**config.mk**
```make
export PLATFORM = sky130hd
export DESIGN_NAME = pulse_width_meter
export DESIGN_NICKNAME = d
export VERILOG_FILES = /design/src/rtl/pulse_width_meter_pkg.sv /design/src/rtl/pulse_edge_det.sv /design/src/rtl/pulse_width_meter.sv
export SDC_FILE = /design/constraint.sdc
export NUM_CORES = 1
export LEC_CHECK = 0
export CAP_MARGIN = 20
export CORE_MARGIN = 1
export CORE_UTILIZATION = 35
export CTS_CLUSTER_SIZE = 28
export DETAILED_ROUTE_END_ITERATION = 10
export PLACE_DENSITY = 0.64
export SLEW_MARGIN = 20
export SYNTH_ARGS = -nofsm -noshare
export SYNTH_HDL_FRONTEND = slang
export SYNTH_SLANG_ARGS = --single-unit
```
**constraint.sdc**
```tcl
create_clock -name clk -period 4.5 [get_ports clk]
set_input_delay 1.125 -clock clk [delete_from_list [all_inputs] [get_ports clk]]
set_output_delay 1.125 -clock clk [all_outputs]
set_load 0.05 [all_outputs]
```
**src/rtl/pulse_width_meter_pkg.sv**
```systemverilog
// Shared definitions for the pulse width meter and its companions:
// FSM state encodings and the width of the state debug view.
package pulse_width_meter_pkg;

  localparam int STATE_W = 2;

  typedef enum logic [STATE_W-1:0] {
    IDLE = 2'd0,
    MEAS = 2'd1,
    SAT  = 2'd2
  } pwm_state_e;

  // All-ones value of a counter of the given width, i.e. its saturation point.
  function automatic logic [31:0] sat_value(input int unsigned w);
    logic [31:0] v;
    v = '0;
    for (int i = 0; i < 32; i++) begin
      if (i < w) v[i] = 1'b1;
    end
    return v;
  endfunction

endpackage

```
**src/rtl/pulse_edge_det.sv**
```systemverilog
// Registered one-cycle delay of a synchronous level with rise/fall strobes.
// Resets to 1 so a level already high at reset release never looks like a rise.
module pulse_edge_det (
  input  logic clk_i,
  input  logic rst_i,
  input  logic pin_i,
  output logic rise_o,
  output logic fall_o
);

  logic pind_q;

  always_ff @(posedge clk_i) begin
    if (rst_i) begin
      pind_q <= 1'b1;
    end else begin
      pind_q <= pin_i;
    end
  end

  assign rise_o = pin_i & ~pind_q;
  assign fall_o = ~pin_i & pind_q;

endmodule

```
**src/rtl/pulse_width_meter.sv**
```systemverilog
// Measures how many ce ticks a level pulse stays high and holds the result
// behind a valid/ack register interface with saturation and overrun flags.
module pulse_width_meter
  import pulse_width_meter_pkg::*;
#(
  parameter int WIDTH = 16
) (
  input  logic               clk,
  input  logic               rst,
  input  logic               ce,
  input  logic               pin,
  input  logic               ack,
  output logic [WIDTH-1:0]   width,
  output logic               valid,
  output logic               ovf,
  output logic               overrun,
  output logic               busy,
  output logic [STATE_W-1:0] state_dbg
);

  // Handshake: valid stays high from result load until the cycle ack is
  // sampled high; a result arriving in that same cycle replaces the held one.
  localparam logic [WIDTH-1:0] SAT_VAL = WIDTH'(sat_value(WIDTH));

  pwm_state_e       state_q;
  logic [WIDTH-1:0] cnt_q;
  logic [WIDTH-1:0] width_q;
  logic             valid_q;
  logic             ovf_q;
  logic             overrun_q;

  logic             rise;
  logic             fall;
  logic             res_vld_d;
  logic [WIDTH-1:0] res_width_d;
  logic             res_ovf_d;

  pulse_edge_det u_edge (
    .clk_i  (clk),
    .rst_i  (rst),
    .pin_i  (pin),
    .rise_o (rise),
    .fall_o (fall)
  );

  always_comb begin
    res_vld_d   = 1'b0;
    res_width_d = cnt_q;
    res_ovf_d   = 1'b0;
    if (fall && state_q == MEAS) begin
      res_vld_d = 1'b1;
    end else if (fall && state_q == SAT) begin
      res_vld_d   = 1'b1;
      res_width_d = SAT_VAL;
      res_ovf_d   = 1'b1;
    end
  end

  always_ff @(posedge clk) begin
    if (rst) begin
      state_q   <= IDLE;
      cnt_q     <= '0;
      width_q   <= '0;
      valid_q   <= 1'b0;
      ovf_q     <= 1'b0;
      overrun_q <= 1'b0;
    end else begin
      case (state_q)
        IDLE: begin
          if (rise) begin
            cnt_q   <= {{(WIDTH-1){1'b0}}, ce};
            state_q <= MEAS;
          end
        end
        MEAS: begin
          // The fall cycle itself is low, so it never adds a count.
          if (fall) begin
            state_q <= IDLE;
          end else if (pin && ce) begin
            if (cnt_q == SAT_VAL) begin
              state_q <= SAT;
            end else begin
              cnt_q <= cnt_q + 1'b1;
            end
          end
        end
        SAT: begin
          if (fall) begin
            state_q <= IDLE;
          end
        end
        default: state_q <= IDLE;
      endcase

      if (res_vld_d) begin
        if (!valid_q || ack) begin
          width_q   <= res_width_d;
          ovf_q     <= res_ovf_d;
          valid_q   <= 1'b1;
          overrun_q <= 1'b0;
        end else begin
          overrun_q <= 1'b1;
        end
      end else if (valid_q && ack) begin
        valid_q   <= 1'b0;
        overrun_q <= 1'b0;
      end
    end
  end

  assign width     = width_q;
  assign valid     = valid_q;
  assign ovf       = ovf_q;
  assign overrun   = overrun_q;
  assign busy      = (state_q != IDLE);
  assign state_dbg = state_q;

endmodule

```
==> results.md, run 1 <==
* Outcome: finished, final reports clean
* Postcts setup bufs at 0
* Post-synthesis cell count at 210
* Worst path cell trace: or2_2, clkdlybuf4s50_1
* Syn avg cell area at 8.34 µm²
* CORE AREA at 4750 µm²
* Top cells by count, synth: nor2_1, dfxtp_1, a211oi_1, a21oi_1, o21ai_1
* Critical path data required time at 3.38 ns
* First-pass GRT wire length at 6420 µm
* DP Area at 2050 µm²
* Main synth FF type: dfxtp_1
* Delay-heaviest family, CP: buffers and inverters
* GRT Util Overall at 15.6%
* Fin area at 2190 µm²
* Post-route antenna net violation count at 0
* Initial core utilization at 36.8%
* Final HPWL DP at 2510 µm
* Hold Path Class: register to register
* Final Cycle Share at 61.9%
* Critical Path Source Type: register
* # IOs at 27
* Drt drc at 0
* GP Congestion at 0.781
* Unrepaired setup endpoints after global routing: no
* Top post-synthesis cells by area: dfxtp_1, nor2_1, a211oi_1, a21oi_1, o21ai_1
* Min-delay src: ovf$_SDFFE_PP0P_
* Routed length on met1 at 1820 µm
* Synth warn at 0
* Sequential area share after synthesis at 43.4%
* FF-to-FF Start: cnt_q[0]$_SDFFE_PP0P_
* Sequential share of power at 45.5%
* Grt ovf at 0
* Setup TNS at 0 ns
* CP arrival at 1.66 ns
* Multi-input logic area at 923 µm²
* Die Width at 72.7 µm
* Top Layer Used: met4
* Crit. End Element: primary output
* CTS Hold Bufs at 0
* Clk Latency, worst-skew pair at 0.29 ns
* Final net count at 238
* CTS clock-pin slew for the worst setup and hold paths at 0.07 ns
* Switching power at 159 µW
* Sw frac at 21.1%
* Post-synth EDFFs at 0
* Clock buffer depth at 2
* Routed WL at 3580 µm
* Vias per cell at 5.13
* Post-cts sizing count at 0
* Vias in the first global route at 1381
* Bufs and invs on worst path at 1
* Yosys reg bits at 38
* Post-Synthesis Net Count at 216
* Slowest stage cell on the critical path: clkdlybuf4s50_1
* CTS tree: built
* CTS buffer count at 5
* Combinational share of power at 7.2%
* Top cell type's share of synthesized area at 43.4%
* Worst hold slack at 0.475 ns
* Met3 Wirelength at 111 µm
* Slew margin rel. at 52.0%
* Buffers on Ports at 26
* Tmin final at 2.78 ns
* Die Area at 5290 µm²
* Pre-antenna DRT Iters at 4
* Leak at 0.000743 µW
* CTS H-tree depth at 2
* Fillers at 490
* CP peak stage delay at 0.79 ns
* Worst setup startpoint: state_dbg[0]$_SDFFE_PP0P_
* Worst slew pin tran at 0.713 ns
* Routed wl met2 at 1570 µm
* Sink Count at 38
* Initial antenna violation count at 0
* Antenna Cells at 0
* Final Max Tran Viols at 0
* F_max at 359 MHz
* CP max FO at 7
* Via count at 1540
* Fin. Hold Viols at 0
* Layout cells sized above 1 at 9.01%
* Pint at 597 µW
* Root Driver: clkbuf_8
* Max Clock Skew at 0.00314 ns
* Storage element area at 761 µm²
* FP Rows at 25
* Count leader, synth: nor2_1
* Share of flip-flops with an asynchronous set or reset at 0%
* Die Y at 72.7 µm
* Final Util at 46.1%
* Worst vdd ir at 0.118 mV
* Power share of the clock group at 47.2%
* MaxCap Viol Count at 0
* Avg WL per Cell at 11.9 µm
* DRT iter0 DRCs at 58
* Final setup violation count at 0
* Syn-to-layout area delta at 25.2%
* Power per cell area at 345 nW/µm²
* Pin count of the biggest net entering global routing at 34
* Mapped Area at 1750 µm²
* Largest area contributor in the netlist: dfxtp_1
* Crit Path Class: register to primary output
* Library cells used by synthesis at 42
## per-layer routing
layer / global-route usage (%) / vias to the layer above
met4: 5.88 / 0
li1: - / 806
met2: 22.7 / 27
met5: 0 / -
met3: 4.01 / 8
met1: 22.0 / 699
## power groups by stage
stage,Clock (µW),Sequential [µW],Combinational (µW)
floorplan,0,366,24.3
global placement,0,352,54.6
detailed placement,0,352,55.0
CTS,363,344,55.0
global route,378,345,59.7
finish,357,344,54.6
## metrics by stage
step / instances / setup WS [ns] / total power [µW]
detailed placement: 292 / 1.51 / 407
global route: 300 / 1.64 / 783
finish: 300 / 1.72 / 756
floorplan: 210 / 2.22 / 391
CTS: 300 / 1.70 / 763
global placement: 292 / 1.58 / 407
## cell usage in the layout, fill, tap and decap left out, drive strengths merged, types with 2 or more instances in the layout
master	count
inv	2
nand3	6
dfxtp	38
a21oi	13
o21ai	15
o31ai	4
nor2b	5
clkdlybuf4s50	26
a31oi	3
bufinv	2
buf	2
nor3	3
nand4	8
nand2	5
or2	3
clkbuf	6
nor2	49
nor4	4
a211oi	17
nand2b	4
and3	2
## cell families after synthesis
logic type      after synthesis  synth area share, %
xor+xnor                      2                 1.00
fa+ha+maj                     1                0.714
simple gates                 95                 28.6
mux                           1                0.571
compound gates               58                 21.7
buf+inv                      15                 4.00
flops                        38                 43.4
## final timing paths
path,end,slack [ns],cells after the start
worst max-delay path,busy,1.72,2
worst min-delay path,ovf$_SDFFE_PP0P_,0.48,2
worst max register to register,cnt_q[10]$_SDFFE_PP0P_,2.47,6
worst min register to register,ovf$_SDFFE_PP0P_,0.48,2
## sequential cells by signal, summed over array words and instances, names as in the netlist
signal         flops
valid              1
cnt_q             16
u_edge.pind_q      1
overrun            1
state_dbg          2
width             16
ovf                1
## cell type report
class	instances	area share (%)
multi-input combinational	157	42.1
sequential	38	34.7
timing repair buffer	28	12.5
tap	67	3.82
clock buffer	6	3.76
clock inverter	2	2.74
inverter	2	0.342
## worst min-delay path: cells and delay by family, from the launching register on
| kind | cells | cell delay [ns] |
|---|---|---|
| AOI/OAI and AO/OA | 1 | 0.06 |
| DFF | 1 | 0.31 |
| and+or+nand+nor | 1 | 0.06 |
Note: power is estimated with default switching activity, not from simulation.
==> run 2, diff against run 1 <==
==> constraint.sdc (replaced) <==
create_clock -name clk -period 2.59 [get_ports clk]
set_input_delay 0.6475 -clock clk [delete_from_list [all_inputs] [get_ports clk]]
set_output_delay 0.6475 -clock clk [all_outputs]
set_load 0.05 [all_outputs]
==> results.md, run 2 (same netlist as run 1, synthesis figures left out) <==
* Hold Path Class: register to register (unchanged)
* CP max FO at 7 (unchanged)
* CP arrival at 1.65 ns (was 1.66 ns)
* Setup WS pre-CTS at 0.223 ns (was 1.51 ns)
* FP Rows at 25 (unchanged)
* Routed WL at 3550 µm (was 3580 µm)
* Final Cycle Share at 88.9%
* Power per cell area at 589 nW/µm² (was 345 nW/µm²)
* Pre-antenna DRT Iters at 4 (unchanged)
* Die Width at 72.7 µm (unchanged)
* Busiest metal layer after global routing: met1 (was met2)
* Grt ovf at 0 (unchanged)
* Vias in the first global route at 1324 (was 1381)
* Fin area at 2240 µm² (was 2190 µm²)
* Crit Path Class: register to primary output (unchanged)
* Avg WL per Cell at 11.7 µm (was 11.9 µm)
* Fin. Hold Viols at 0 (unchanged)
* Met1 Usage GRT at 21.4% (was 22.0%)
* Critical path data required time at 1.94 ns (was 3.38 ns)
* CTS Hold Bufs at 0 (unchanged)
* Initial core utilization at 36.8% (unchanged)
* Outcome: finished, final reports clean (unchanged)
* F_max at 434 MHz
* Final HPWL DP at 2540 µm (was 2510 µm)
* Root Driver: clkbuf_8 (unchanged)
* Max Clock Skew at 0.00545 ns (was 0.00314 ns)
* Tmin final at 2.30 ns
* Storage element area at 761 µm² (unchanged)
* Post-route antenna net violation count at 0 (unchanged)
* Setup WS post-layout at 0.288 ns (was 1.72 ns)
* Fillers at 489 (was 490)
* Final net count at 242 (was 238)
* DP Area at 2090 µm² (was 2050 µm²)
* Buffers on Ports at 26 (unchanged)
* CTS buffer count at 5 (unchanged)
* Drt drc at 0 (unchanged)
* Worst vdd ir at 0.199 mV (was 0.118 mV)
* Vias per cell at 5.02 (was 5.13)
* DRT iter0 DRCs at 99 (was 58)
* Die Y at 72.7 µm (unchanged)
* Final setup violation count at 0 (unchanged)
* Critical Path Source Type: register (unchanged)
* MaxCap Viol Count at 0 (unchanged)
* Commonest non-fill, non-tap cell in the layout: nor2_1 (unchanged)
* Post-cts sizing count at 0 (unchanged)
* Multi-input logic area at 923 µm² (unchanged)
* GP Congestion at 0.817 (was 0.781)
* CTS H-tree depth at 2 (unchanged)
* Antenna Cells at 0 (unchanged)
* Slew margin rel. at 47.6% (was 52.0%)
* # IOs at 27 (unchanged)
* Clk Latency, worst-skew pair at 0.29 ns (about the same)
* Clock buffer depth at 2 (unchanged)
* GRT met3 Usage at 3.73% (was 4.01%)
* Via count at 1526 (was 1540)
* Setup TNS at 0 ns (unchanged)
* Most frequent cells in the layout: nor2_1, dfxtp_1, clkdlybuf4s50_1 (unchanged)
* Die Area at 5290 µm² (unchanged)
* Sink Count at 38 (unchanged)
* Postcts setup bufs at 0 (unchanged)
* CTS tree: built (unchanged)
* CORE AREA at 4750 µm² (unchanged)
* Worst slew pin tran at 0.778 ns (was 0.713 ns)
* Crit. End Element: primary output (unchanged)
* Syn-to-layout area delta at 27.6% (was 25.2%)
* M2 GR Usage at 21.2% (was 22.7%)
* Initial antenna violation count at 0 (unchanged)
* GRT Util Overall at 15.0% (was 15.6%)
* Layout cells sized above 1 at 10.5% (was 9.01%)
* Leak at 0.000767 µW (was 0.000743 µW)
* Pin count of the biggest net entering global routing at 34 (unchanged)
* Unrepaired setup endpoints after global routing: no (unchanged)
* First-pass GRT wire length at 6130 µm (was 6420 µm)
* Final Max Tran Viols at 0 (unchanged)
* CTS clock-pin slew for the worst setup and hold paths at 0.07 ns (about the same)
run 2: cell count changes in the layout (fill, tap and decap cells not counted), sizes merged:
cell	previous run	this run
buf	2	6
run 2: final cells by class:
cell class                 instances  area share, %
multi-input combinational        157           41.3
sequential                        38           34.0
clock buffer                       6           3.69
tap                               67           3.75
inverter                           2          0.336
clock inverter                     2           2.69
timing repair buffer              32           14.2
run 2: through the flow:
step,utilization (%),power [µW],instances,hold WS (ns)
after global routing,47.0,1360,304,0.512
after global placement,44.0,709,296,0.468
after detailed placement,44.0,710,296,0.470
final,47.0,1320,304,0.478
after floorplan,-,679,210,0.460
after CTS,47.0,1330,304,0.484
run 2: power breakdown:
| part | internal (µW) | switching, µW | total (µW) |
|---|---|---|---|
| logic | 35.9 | 61.3 | 97.2 |
| registers | 593 | 5.80 | 598 |
| clock network | 411 | 210 | 621 |
run 2: per-layer routing:
layer  vias up  part of all wire (%)
met3         8                   3.2
li1        812                     -
met2        32                    43
met1       674                    52
met5         -                     0
met4         0                   2.0
run 2: worst paths after layout:
kind | start | slack (ns) | cells past startpoint | endpoint
worst max-delay path | state_dbg[0]$_SDFFE_PP0P_ | 0.29 | 2 | busy
worst min-delay path | ovf$_SDFFE_PP0P_ | 0.48 | 2 | ovf$_SDFFE_PP0P_
worst max register to register | cnt_q[0]$_SDFFE_PP0P_ | 0.56 | 6 | cnt_q[15]$_SDFFE_PP0P_
worst min register to register | ovf$_SDFFE_PP0P_ | 0.48 | 2 | ovf$_SDFFE_PP0P_
run 2: critical path, stage by stage (launching register included):
cell and delay (ns):
dfxtp_1 0.43, or2_2 0.15, clkdlybuf4s50_1 0.79
==> run 3, diff against run 2 <==
--- a/config.mk
+++ b/config.mk
@@ -10,7 +10,7 @@
 export CORE_UTILIZATION = 35
 export CTS_CLUSTER_SIZE = 28
 export DETAILED_ROUTE_END_ITERATION = 10
-export PLACE_DENSITY = 0.64
+export PLACE_DENSITY_LB_ADDON = 0.15
 export SLEW_MARGIN = 20
 export SYNTH_ARGS = -nofsm -noshare
 export SYNTH_HDL_FRONTEND = slang
==> results.md, run 3 (same netlist as run 1, synthesis figures left out) <==
* Outcome: finished, final reports clean (unchanged)
* Grt ovf at 0 (unchanged)
* Multi-input logic area at 923 µm² (unchanged)
* Sink Count at 38 (unchanged)
* Fin. Hold Viols at 0 (unchanged)
* CTS Hold Bufs at 0 (unchanged)
* Worst vdd ir at 0.185 mV (was 0.199 mV)
* Worst path cell trace: or2_2, clkdlybuf4s50_1 (unchanged)
* Most frequent cells in the layout: nor2_1, dfxtp_1, clkdlybuf4s50_1 (unchanged)
* Clock buffer depth at 2 (unchanged)
* Hold Path Class: register to register (unchanged)
* Pin count of the biggest net entering global routing at 34 (unchanged)
* Die Y at 72.7 µm (unchanged)
* MaxCap Viol Count at 0 (unchanged)
* Die Width at 72.7 µm (unchanged)
* Leak at 0.000767 µW (unchanged)
* CTS buffer count at 5 (unchanged)
* # IOs at 27 (unchanged)
* Postcts setup bufs at 0 (unchanged)
* Setup TNS at 0 ns (unchanged)
* Post-route antenna net violation count at 0 (unchanged)
* Storage element area at 761 µm² (unchanged)
* Slowest stage cell on the critical path: clkdlybuf4s50_1 (unchanged)
* CP arrival at 1.63 ns (was 1.65 ns)
* CTS clock-pin slew for the worst setup and hold paths at 0.07 ns (about the same)
* Initial core utilization at 36.8% (unchanged)
* Clk Latency, worst-skew pair at 0.29 ns (about the same)
* Tmin final at 2.28 ns (was 2.30 ns)
* Root Driver: clkbuf_8 (unchanged)
* Crit Path Class: register to primary output (unchanged)
* GP Congestion at 0.846 (was 0.817)
* CORE AREA at 4750 µm² (unchanged)
* Layout cells sized above 1 at 10.5% (unchanged)
* Worst slew pin tran at 0.760 ns (was 0.778 ns)
* Die Area at 5290 µm² (unchanged)
* Avg WL per Cell at 12.2 µm (was 11.7 µm)
* Setup WS post-layout at 0.315 ns (was 0.288 ns)
* Pre-antenna DRT Iters at 4 (unchanged)
* Buffers on Ports at 26 (unchanged)
* F_max at 439 MHz (was 434 MHz)
* Commonest non-fill, non-tap cell in the layout: nor2_1 (unchanged)
* CTS H-tree depth at 2 (unchanged)
* Slew margin rel. at 48.8% (was 47.6%)
* Final Max Tran Viols at 0 (unchanged)
* GRT Util Overall at 16.0% (was 15.0%)
* CP peak stage delay at 0.70 ns (was 0.79 ns)
* Power per cell area at 588 nW/µm² (was 589 nW/µm²)
* Critical Path Source Type: register (unchanged)
* Antenna Cells at 0 (unchanged)
* CP max FO at 6 (was 7)
* Total placed cells including tap cells at 296 (unchanged)
* Fillers at 494 (was 489)
* Initial antenna violation count at 0 (unchanged)
* Via count at 1542 (was 1526)
* Final HPWL DP at 2660 µm (was 2540 µm)
* Crit. End Element: primary output (unchanged)
* Setup WS pre-CTS at 0.209 ns (was 0.223 ns)
* Syn-to-layout area delta at 27.6% (unchanged)
* DRT iter0 DRCs at 66 (was 99)
* Final Non-Filler Cells at 304 (unchanged)
* Final Cycle Share at 87.9% (was 88.9%)
* Vias in the first global route at 1347 (was 1324)
* CTS tree: built (unchanged)
* Final setup violation count at 0 (unchanged)
* Design Power at 1310 µW (was 1320 µW)
* Routed WL at 3720 µm (was 3550 µm)
* Post-cts sizing count at 0 (unchanged)
* Bufs and invs on worst path at 1 (unchanged)
* Unrepaired setup endpoints after global routing: no (unchanged)
* Critical path data required time at 1.94 ns (about the same)
* Max Clock Skew at 0.00370 ns (was 0.00545 ns)
* Delay-heaviest family, CP: buffers and inverters (unchanged)
* Drt drc at 0 (unchanged)
* First-pass GRT wire length at 6550 µm (was 6130 µm)
* Vias per cell at 5.07 (was 5.02)
* Final net count at 242 (unchanged)
* FP Rows at 25 (unchanged)
* Final Util at 47.0% (unchanged)
-- run 3: cell counts in the layout (fill, tap and decap cells not counted) --
Identical to the previous run, type by type.
-- run 3: layout make-up --
class | instances | area share [%]
clock buffer | 6 | 3.69
clock inverter | 2 | 2.69
inverter | 2 | 0.336
multi-input combinational | 157 | 41.3
sequential | 38 | 34.0
tap | 67 | 3.75
timing repair buffer | 32 | 14.2
-- run 3: report_power, final --
part | switching [µW] | internal [µW] | total [µW]
sequential | 5.69 | 593 | 598
clock | 208 | 411 | 619
combinational | 61.4 | 36.0 | 97.4
total | 275 | 1040 | 1310
-- run 3: path summary, 6_finish.rpt --
| path | start | endpoint | slack (ns) | cells after the start |
|---|---|---|---|---|
| setup / recovery | state_dbg[1]$_SDFFE_PP0P_ | busy | 0.31 | 2 |
| hold / removal | ovf$_SDFFE_PP0P_ | ovf$_SDFFE_PP0P_ | 0.48 | 2 |
| setup reg to reg | cnt_q[0]$_SDFFE_PP0P_ | cnt_q[4]$_SDFFE_PP0P_ | 0.56 | 6 |
| hold reg to reg | ovf$_SDFFE_PP0P_ | ovf$_SDFFE_PP0P_ | 0.48 | 2 |
-- run 3: worst register-to-register path, delay by kind of cell, from the launching register on --
kind / cells / cell delay [ns]
AOI/OAI and AO/OA: 3 / 0.53
adders and majority gates: 1 / 0.26
and+or+nand+nor: 2 / 0.73
DFF: 1 / 0.42
-- run 3: metrics by stage --
step                      hold WS [ns]  cell area, µm²
after floorplan                  0.460            1750
after global placement           0.473            2090
after detailed placement         0.467            2090
after CTS                        0.479            2240
after global routing             0.516            2240
final                            0.476            2240
-- run 3: routing by layer --
layer	global-route usage [%]	up-vias	routed length (µm)
met2	21.3	30	1560
met5	0	-	0
met3	2.90	7	139
li1	-	812	-
met1	24.3	693	1940
met4	8.06	0	81
